$ cat config.mk
export PLATFORM = sky130hd
export DESIGN_NAME = dff_bank_arbiter
export DESIGN_NICKNAME = d
export VERILOG_FILES = /design/src/rtl/dff_arb_pkg.sv /design/src/rtl/dff_bank_regs.sv /design/src/rtl/dff_bank_arbiter.sv
export SDC_FILE = /design/constraint.sdc
export NUM_CORES = 1
export LEC_CHECK = 0
export ABC_AREA = 1
export BUFFER_PORTS_ARGS = -buffer_cell sky130_fd_sc_hd__buf_2
export CORE_MARGIN = 2
export CORE_UTILIZATION = 52
export CTS_BUF_LIST = sky130_fd_sc_hd__clkbuf_16
export DETAILED_ROUTE_END_ITERATION = 8
export PLACE_DENSITY = 0.77
export REMOVE_ABC_BUFFERS = 1
export SLEW_MARGIN = 40
export SYNTH_ARGS = -nofsm -noshare
export SYNTH_HDL_FRONTEND = slang
export SYNTH_SLANG_ARGS = --single-unit
$ cat constraint.sdc
create_clock -name clk -period 1.7 [get_ports clk]
set_clock_uncertainty 0.15 [all_clocks]
set_input_delay 0.085 -clock clk [delete_from_list [all_inputs] [get_ports clk]]
set_output_delay 0.085 -clock clk [all_outputs]
set_load 0.03 [all_outputs]
$ cat src/rtl/dff_arb_pkg.sv
// Shared opcodes, FSM encoding and bank geometry for the two-requester
// register-bank arbiter.
package dff_arb_pkg;

  localparam int DEPTH = 4;
  localparam int AW    = $clog2(DEPTH);

  localparam logic [1:0] OP_RD     = 2'b00;
  localparam logic [1:0] OP_WR     = 2'b01;
  localparam logic [1:0] OP_CLR    = 2'b10;
  localparam logic [1:0] OP_CLRALL = 2'b11;

  localparam logic [AW-1:0] LAST_IDX = AW'(DEPTH - 1);

  typedef enum logic [1:0] {
    ST_IDLE  = 2'd0,
    ST_SERVE = 2'd1,
    ST_CLR   = 2'd2
  } state_t;

endpackage

$ cat src/rtl/dff_bank_regs.sv
// DEPTH x WIDTH register bank: falling-edge write/clear on one port,
// combinational read on another, async active-low clear of every entry.
module dff_bank_regs
  import dff_arb_pkg::*;
#(
  parameter int WIDTH = 8
) (
  input  logic             clk,
  input  logic             rst,
  input  logic             we,
  input  logic             clr,
  input  logic [AW-1:0]    addr,
  input  logic [WIDTH-1:0] wdata,
  input  logic [AW-1:0]    raddr,
  output logic [WIDTH-1:0] rdata
);

  logic [WIDTH-1:0] mem [DEPTH];

  // Clear takes precedence so a single enable decode is never ambiguous.
  always_ff @(negedge clk or negedge rst) begin
    if (!rst) begin
      for (int i = 0; i < DEPTH; i++) mem[i] <= '0;
    end else if (clr) begin
      mem[addr] <= '0;
    end else if (we) begin
      mem[addr] <= wdata;
    end
  end

  assign rdata = mem[raddr];

endmodule

$ cat src/rtl/dff_bank_arbiter.sv
// Round-robin arbiter between requesters a and b sharing one register bank.
// Define DFF_ARB_LOCK_EN to add lock_a/lock_b, letting a winner keep the bank.
module dff_bank_arbiter
  import dff_arb_pkg::*;
#(
  parameter int WIDTH = 8
) (
  input  logic             clk,
  input  logic             rst,
  input  logic             req_a,
  input  logic [1:0]       op_a,
  input  logic [AW-1:0]    addr_a,
  input  logic [WIDTH-1:0] wdata_a,
  output logic             gnt_a,
  input  logic             req_b,
  input  logic [1:0]       op_b,
  input  logic [AW-1:0]    addr_b,
  input  logic [WIDTH-1:0] wdata_b,
  output logic             gnt_b,
`ifdef DFF_ARB_LOCK_EN
  input  logic             lock_a,
  input  logic             lock_b,
`endif
  output logic [WIDTH-1:0] rdata,
  output logic             rvalid,
  output logic             rsel,
  output logic             busy
);

  state_t           state_q, state_d;
  logic             win_q;
  logic             prio_q;
  logic [1:0]       op_q;
  logic [AW-1:0]    addr_q;
  logic [WIDTH-1:0] wdata_q;
  logic [AW-1:0]    clr_idx_q;
`ifdef DFF_ARB_LOCK_EN
  logic             lock_pend_q;
`endif

  logic             pick_b;
  logic [1:0]       pick_op;
  logic [AW-1:0]    pick_addr;
  logic [WIDTH-1:0] pick_wdata;
  logic             grant;
  logic             bank_we;
  logic             bank_clr;
  logic [AW-1:0]    bank_addr;
  logic [WIDTH-1:0] bank_rdata;

  dff_bank_regs #(.WIDTH(WIDTH)) u_regs (
    .clk   (clk),
    .rst   (rst),
    .we    (bank_we),
    .clr   (bank_clr),
    .addr  (bank_addr),
    .wdata (wdata_q),
    .raddr (addr_q),
    .rdata (bank_rdata)
  );

  always_ff @(negedge clk or negedge rst) begin
    if (!rst) state_q <= ST_IDLE;
    else      state_q <= state_d;
  end

  // prio_q names the requester that wins a tie; a lone requester always wins.
  always_comb begin
    state_d   = state_q;
    grant     = 1'b0;
    bank_we   = 1'b0;
    bank_clr  = 1'b0;
    bank_addr = addr_q;
    pick_b    = req_b && (!req_a || prio_q);
`ifdef DFF_ARB_LOCK_EN
    if (lock_pend_q && (win_q ? req_b : req_a)) pick_b = win_q;
`endif
    pick_op    = pick_b ? op_b    : op_a;
    pick_addr  = pick_b ? addr_b  : addr_a;
    pick_wdata = pick_b ? wdata_b : wdata_a;

    case (state_q)
      ST_IDLE: begin
        if (req_a || req_b) state_d = (pick_op == OP_CLRALL) ? ST_CLR : ST_SERVE;
      end
      ST_SERVE: begin
        grant    = 1'b1;
        bank_we  = (op_q == OP_WR);
        bank_clr = (op_q == OP_CLR);
        state_d  = ST_IDLE;
      end
      ST_CLR: begin
        bank_clr  = 1'b1;
        bank_addr = clr_idx_q;
        if (clr_idx_q == LAST_IDX) begin
          grant   = 1'b1;
          state_d = ST_IDLE;
        end
      end
      default: state_d = ST_IDLE;
    endcase

    gnt_a = grant && !win_q;
    gnt_b = grant &&  win_q;
  end

  assign busy = (state_q != ST_IDLE);

  // A lock only biases the IDLE cycle right after its grant, then expires.
  always_ff @(negedge clk or negedge rst) begin
    if (!rst) begin
      win_q     <= 1'b0;
      prio_q    <= 1'b0;
      op_q      <= OP_RD;
      addr_q    <= '0;
      wdata_q   <= '0;
      clr_idx_q <= '0;
      rdata     <= '0;
      rvalid    <= 1'b0;
      rsel      <= 1'b0;
`ifdef DFF_ARB_LOCK_EN
      lock_pend_q <= 1'b0;
`endif
    end else begin
      rvalid <= 1'b0;
      case (state_q)
        ST_IDLE: begin
          if (req_a || req_b) begin
            win_q     <= pick_b;
            op_q      <= pick_op;
            addr_q    <= pick_addr;
            wdata_q   <= pick_wdata;
            clr_idx_q <= '0;
          end
        end
        ST_SERVE: begin
          if (op_q == OP_RD) begin
            rdata  <= bank_rdata;
            rvalid <= 1'b1;
            rsel   <= win_q;
          end
        end
        ST_CLR:  clr_idx_q <= clr_idx_q + 1'b1;
        default: ;
      endcase
      if (grant) prio_q <= ~win_q;
`ifdef DFF_ARB_LOCK_EN
      if (state_q == ST_IDLE) lock_pend_q <= 1'b0;
      if (grant) lock_pend_q <= win_q ? lock_b : lock_a;
`endif
    end
  end

endmodule

======== Word level (Yosys, flattened, before mapping) ========
Cells that the tools add are included.
cells by class
  $add $sub $neg .......................... 1
  order comparisons ....................... 3
  equal/unequal tests ..................... 8
  mux-type cells .......................... 24
  bitwise operators ....................... 5
  reductions and logical operators ........ 17
operators by type and width
  operator                                                                      count
  32-bit two-way mux                                                            2
  32-bit AND                                                                    1
  32-bit bitwise mux                                                            1
  8-bit two-way mux                                                             4
  32-bit inverter                                                               1
  8-bit binary-select mux with 2-bit select                                     1
  8-bit demux with 2-bit select                                                 1
  2-bit two-way mux                                                             7
  2-bit == test, second input constant                                          4
  2-bit one-hot mux with 2 select lines                                         2
  2-bit AND reduction                                                           4
  3-bit >= comparator, second input constant                                    2
  2-bit inverter with 3-bit output                                              2
  2-bit nonzero test                                                            3
  2-bit by 1-bit == test with 1-bit output, second input constant               2
  1-bit logical AND                                                             4
  2-bit zero test                                                               2
  1-bit two-way mux                                                             4
  2-bit != test, second input constant                                          2
  1-bit one-hot mux with 2 select lines                                         2
  3-bit by 1-bit less-than comparator with 1-bit output, second input constant  1
  2-bit by 1-bit adder with 2-bit output, second input constant                 1
  1-bit zero test                                                               2
  1-bit logical OR                                                              2
  1-bit inverter                                                                1
word-level totals
  flip-flop bits (word level) ............. 60
  output and inout port bits .............. 13

======== Depth between registers and ports, before layout ========
  depth after elaboration ................. 10
  mapped depth ............................ 9

======== Modules after synthesis ========
Synthesis repeated with hierarchy kept, for this count alone.
second synthesis, totals
  cell total of the unflattened synthesis .. 422
  area total of the unflattened synthesis .. 3116.7 um^2
by module, submodules not included
  module            instances  cells an instance  area each (um^2)
  dff_bank_regs     1          257                1752.9
  dff_bank_arbiter  1          165                1363.8

==> metrics.md <==
| Metric | Value |
|---|---|
| RSZ-0062 raised after global routing | true |
| Initial antenna violation count | 0 |
| DR DRC count | 0 |
| Top post-synthesis cells by area | dfrtn_1, nand2_1, nand4_1 |
| Tot Pwr | 9650 uW |
| Diodes inserted | 0 |
| Clock Latency Late Sink | 0.34 ns |
| Die area | 6550 sq um |
| Area grow syn2layout | 49.9% |
| Num rows | 28 |
| Synth cell types | 22 |
| Routed len/inst | 18.0 um |
| Final hold violations | 0 |
| Status | finished, violations left |
| Largest net degree at the start of global routing | 61 |
| Dominant synthesized flop cell | dfrtn_1 |
| Worst-Margin Slew | 0.371 ns |
| Complex-gate fraction of the synthesized area | 9.47% |
| Die span in x | 81.0 um |
| Core ar. | 5820 sq um |
| Grt ovf | 0 |
| Adder-cell share of the synthesized area | 2.44% |
| CTS Buf Count | 9 |
| Root Driver | clkbuf_16 |
| Hold WC Path Type | reg2reg |
| Syn avg cell area | 8.34 sq um |
| Most common cell in the netlist | nand2_1 |
| Tot GR Track Use | 28.1% |
| Clock Pin Slew Worst Setup and Hold Paths | 0.04 ns |
| Fraction of registers with async set/reset | 100% |
| Setup WS post-layout | -1.03 ns |
| CP endpoint kind | output pin |
| Synthesis Warnings | 0 |
| Synth cell count leaders | nand2_1, dfrtn_1, nor2_1, nand4_1, o21ai_0 |
| CTS max path bufs | 2 |
| Sequential-to-total area share from yosys stat | 48.8% |
| Die height | 81.0 um |
| H-tree depth | 3 |
| Max-cap violations | 0 |
| Cell Pwr Density | 2090 nW/um^2 |
| Synth Area in XOR/XNOR | 0% |
| Initial Utilization | 52.9% |
| Vias per inst | 5.68 |
| CP cell instances | inv_2 > ha_2 > o21bai_1 > nand2_2 > nor2_4 > buf_6 |
| Clock sink total | 60 |
| FILL cells | 363 |
| First drt pass iteration count | 5 |
| I/O Buffers | 40 |
| First-pass GRT wire length | 14.0 mm |
| Worst Path Max Fanout | 3 |
| CP arrival | 2.49 ns |
| Worst vdd ir | 1370 uV |
| EDFF count, synth | 0 |
| Hpwl dp | 4.70 mm |
| DRT antenna net count | 0 |
| Final max-slew violation count | 0 |
| Synth area leader | dfrtn_1 |
| Simple-gate share of the synthesized area | 34.2% |
| First DRT Iteration DRCs | 365 |
| Ratio of cells with drive above 1 in the final layout | 40.9% |
| Synth top area share | 48.8% |
| Final setup fails | 69 |
| Final WL | 9.91 mm |
| Startpoint Class | flip-flop |
| Post-Syn Area | 3080 sq um |
| # IOs | 41 |
| Crit-path max cell delay | 0.52 ns |
| Vias in the first global route | 2,866 |
| Max_slew headroom | 75.2% |
| Dpl ws | -0.677 ns |
| LEAKAGE | 0.00229 uW |
| Largest family of logic cells by synthesized area | simple AND/OR/NAND/NOR gates |
| Final nets | 506 |
| GPL Wtd Cong | 0.881 |
| Crit Path Class | reg2out |
| Failing checks | negative setup slack |
| Hold Buf Count CTS | 0 |
| Synthesized flop and latch total | 60 |
| CP required | 1.46 ns |
| Mux cell area share after synthesis | 0% |
| Slowest stage cell, crit path | dfrtn_1 |
| Via count | 3,138 |
| Cells after synthesis | 369 |
| TritonCTS clock tree | built |
final cells by class:
cell class                      count  area (sq um)  area share [%]
Multi-Input combinational cell    280          1780            38.6
Sequential cell                    60          1500            32.5
Timing Repair Buffer              100           836            18.1
Clock inverter                      7          67.6            1.46
Clock buffer                        9           225            4.88
Tap cell                           75          93.8            2.03
Timing Repair inverter              2          13.8           0.298
Inverter                           19          93.8            2.03
logic make-up after synthesis:
logic type,Yosys count
buffers and inverters,33
AOI/OAI and AO/OA,56
and+or+nand+nor,214
DFF,60
adders and majority gates,6
state kept, by name, indices dropped and copies added, names as in the netlist:
signal / flops
wdata_q: 8
win_q: 1
prio_q: 1
state_q: 2
u_regs.mem: 32
addr_q: 2
op_q: 2
rsel: 1
clr_idx_q: 2
rvalid: 1
rdata: 8
layer usage:
metal	share of wire [%]	vias up	track usage, %
met4	3.5	0	13.1
li1	-	1434	-
met2	49	185	44.5
met3	7.7	42	4.44
met1	40	1477	38.1
met5	0	-	0
placed cells by master, fill, tap and decap left out, drive strengths merged:
cell | Yosys | final
nand4 | 32 | 32
dfrtn | 60 | 60
ha | 6 | 6
o21ai | 33 | 33
bufinv | 0 | 1
clkinv | 0 | 5
clkinvlp | 0 | 3
clkbuf | 0 | 10
nand3 | 6 | 6
inv | 19 | 19
a22oi | 2 | 2
nand2 | 136 | 136
nor3 | 1 | 1
a21oi | 20 | 20
o21bai | 1 | 1
nor2 | 39 | 43
buf | 14 | 99
metrics by stage:
step                cells  hold slack [ns]  instance area (sq um)  setup TNS [ns]  util, %
floorplan             355            0.247                   2990          -11.18        -
global placement      495            0.259                   3490          -10.59     60.0
detailed placement    495            0.264                   3490          -13.50     60.0
CTS                   527            0.265                   4180          -11.94     71.9
global route          552            0.281                   4610          -21.22     79.3
finish                552            0.269                   4610          -17.98     79.3
path summary, 6_finish.rpt:
path,cells after the start,end,slack (ns),start
worst max-delay path,6,gnt_b,-1.03,state_q[1]$_DFFE_NN0P_
worst min-delay path,2,u_regs.mem[21]$_DFFE_NN0P_,0.27,u_regs.mem[21]$_DFFE_NN0P_
worst max register to register,11,u_regs.mem[29]$_DFFE_NN0P_,-0.40,state_q[1]$_DFFE_NN0P_
worst min register to register,2,u_regs.mem[21]$_DFFE_NN0P_,0.27,u_regs.mem[21]$_DFFE_NN0P_
max in group asynchronous,2,wdata_q[7]$_DFFE_NN0P_,0.78,rst
min in group asynchronous,2,win_q$_DFFE_NN0P_,0.33,rst
worst max-delay path: cells and delay by family (launching register included):
family / cells / cell delay [ns]
flip-flops: 1 / 0.52
buffers and inverters: 2 / 0.24
adder cells (fa/ha/maj): 1 / 0.20
AO/OA/AOI/OAI: 1 / 0.18
AND/OR/NAND/NOR: 2 / 0.17
where the power goes:
group / total (uW) / internal (uW) / leakage (uW) / switching [uW]
Combinational: 5160 / 2120 / 0.00139 / 3040
Clock: 1810 / 1120 / 0.000139 / 686
Sequential: 2680 / 2100 / 0.000760 / 578
Total: 9650 / 5350 / 0.00229 / 4300
what timing repair did:
action                     4_1_cts  5_1_grt
setup endpoints to repair       57       66
gates resized for setup         70       63
cloned                           4        3
pin swaps                       23       26
buffers inserted                12       26
No activity file was read; power rests on OpenSTA's default activity.
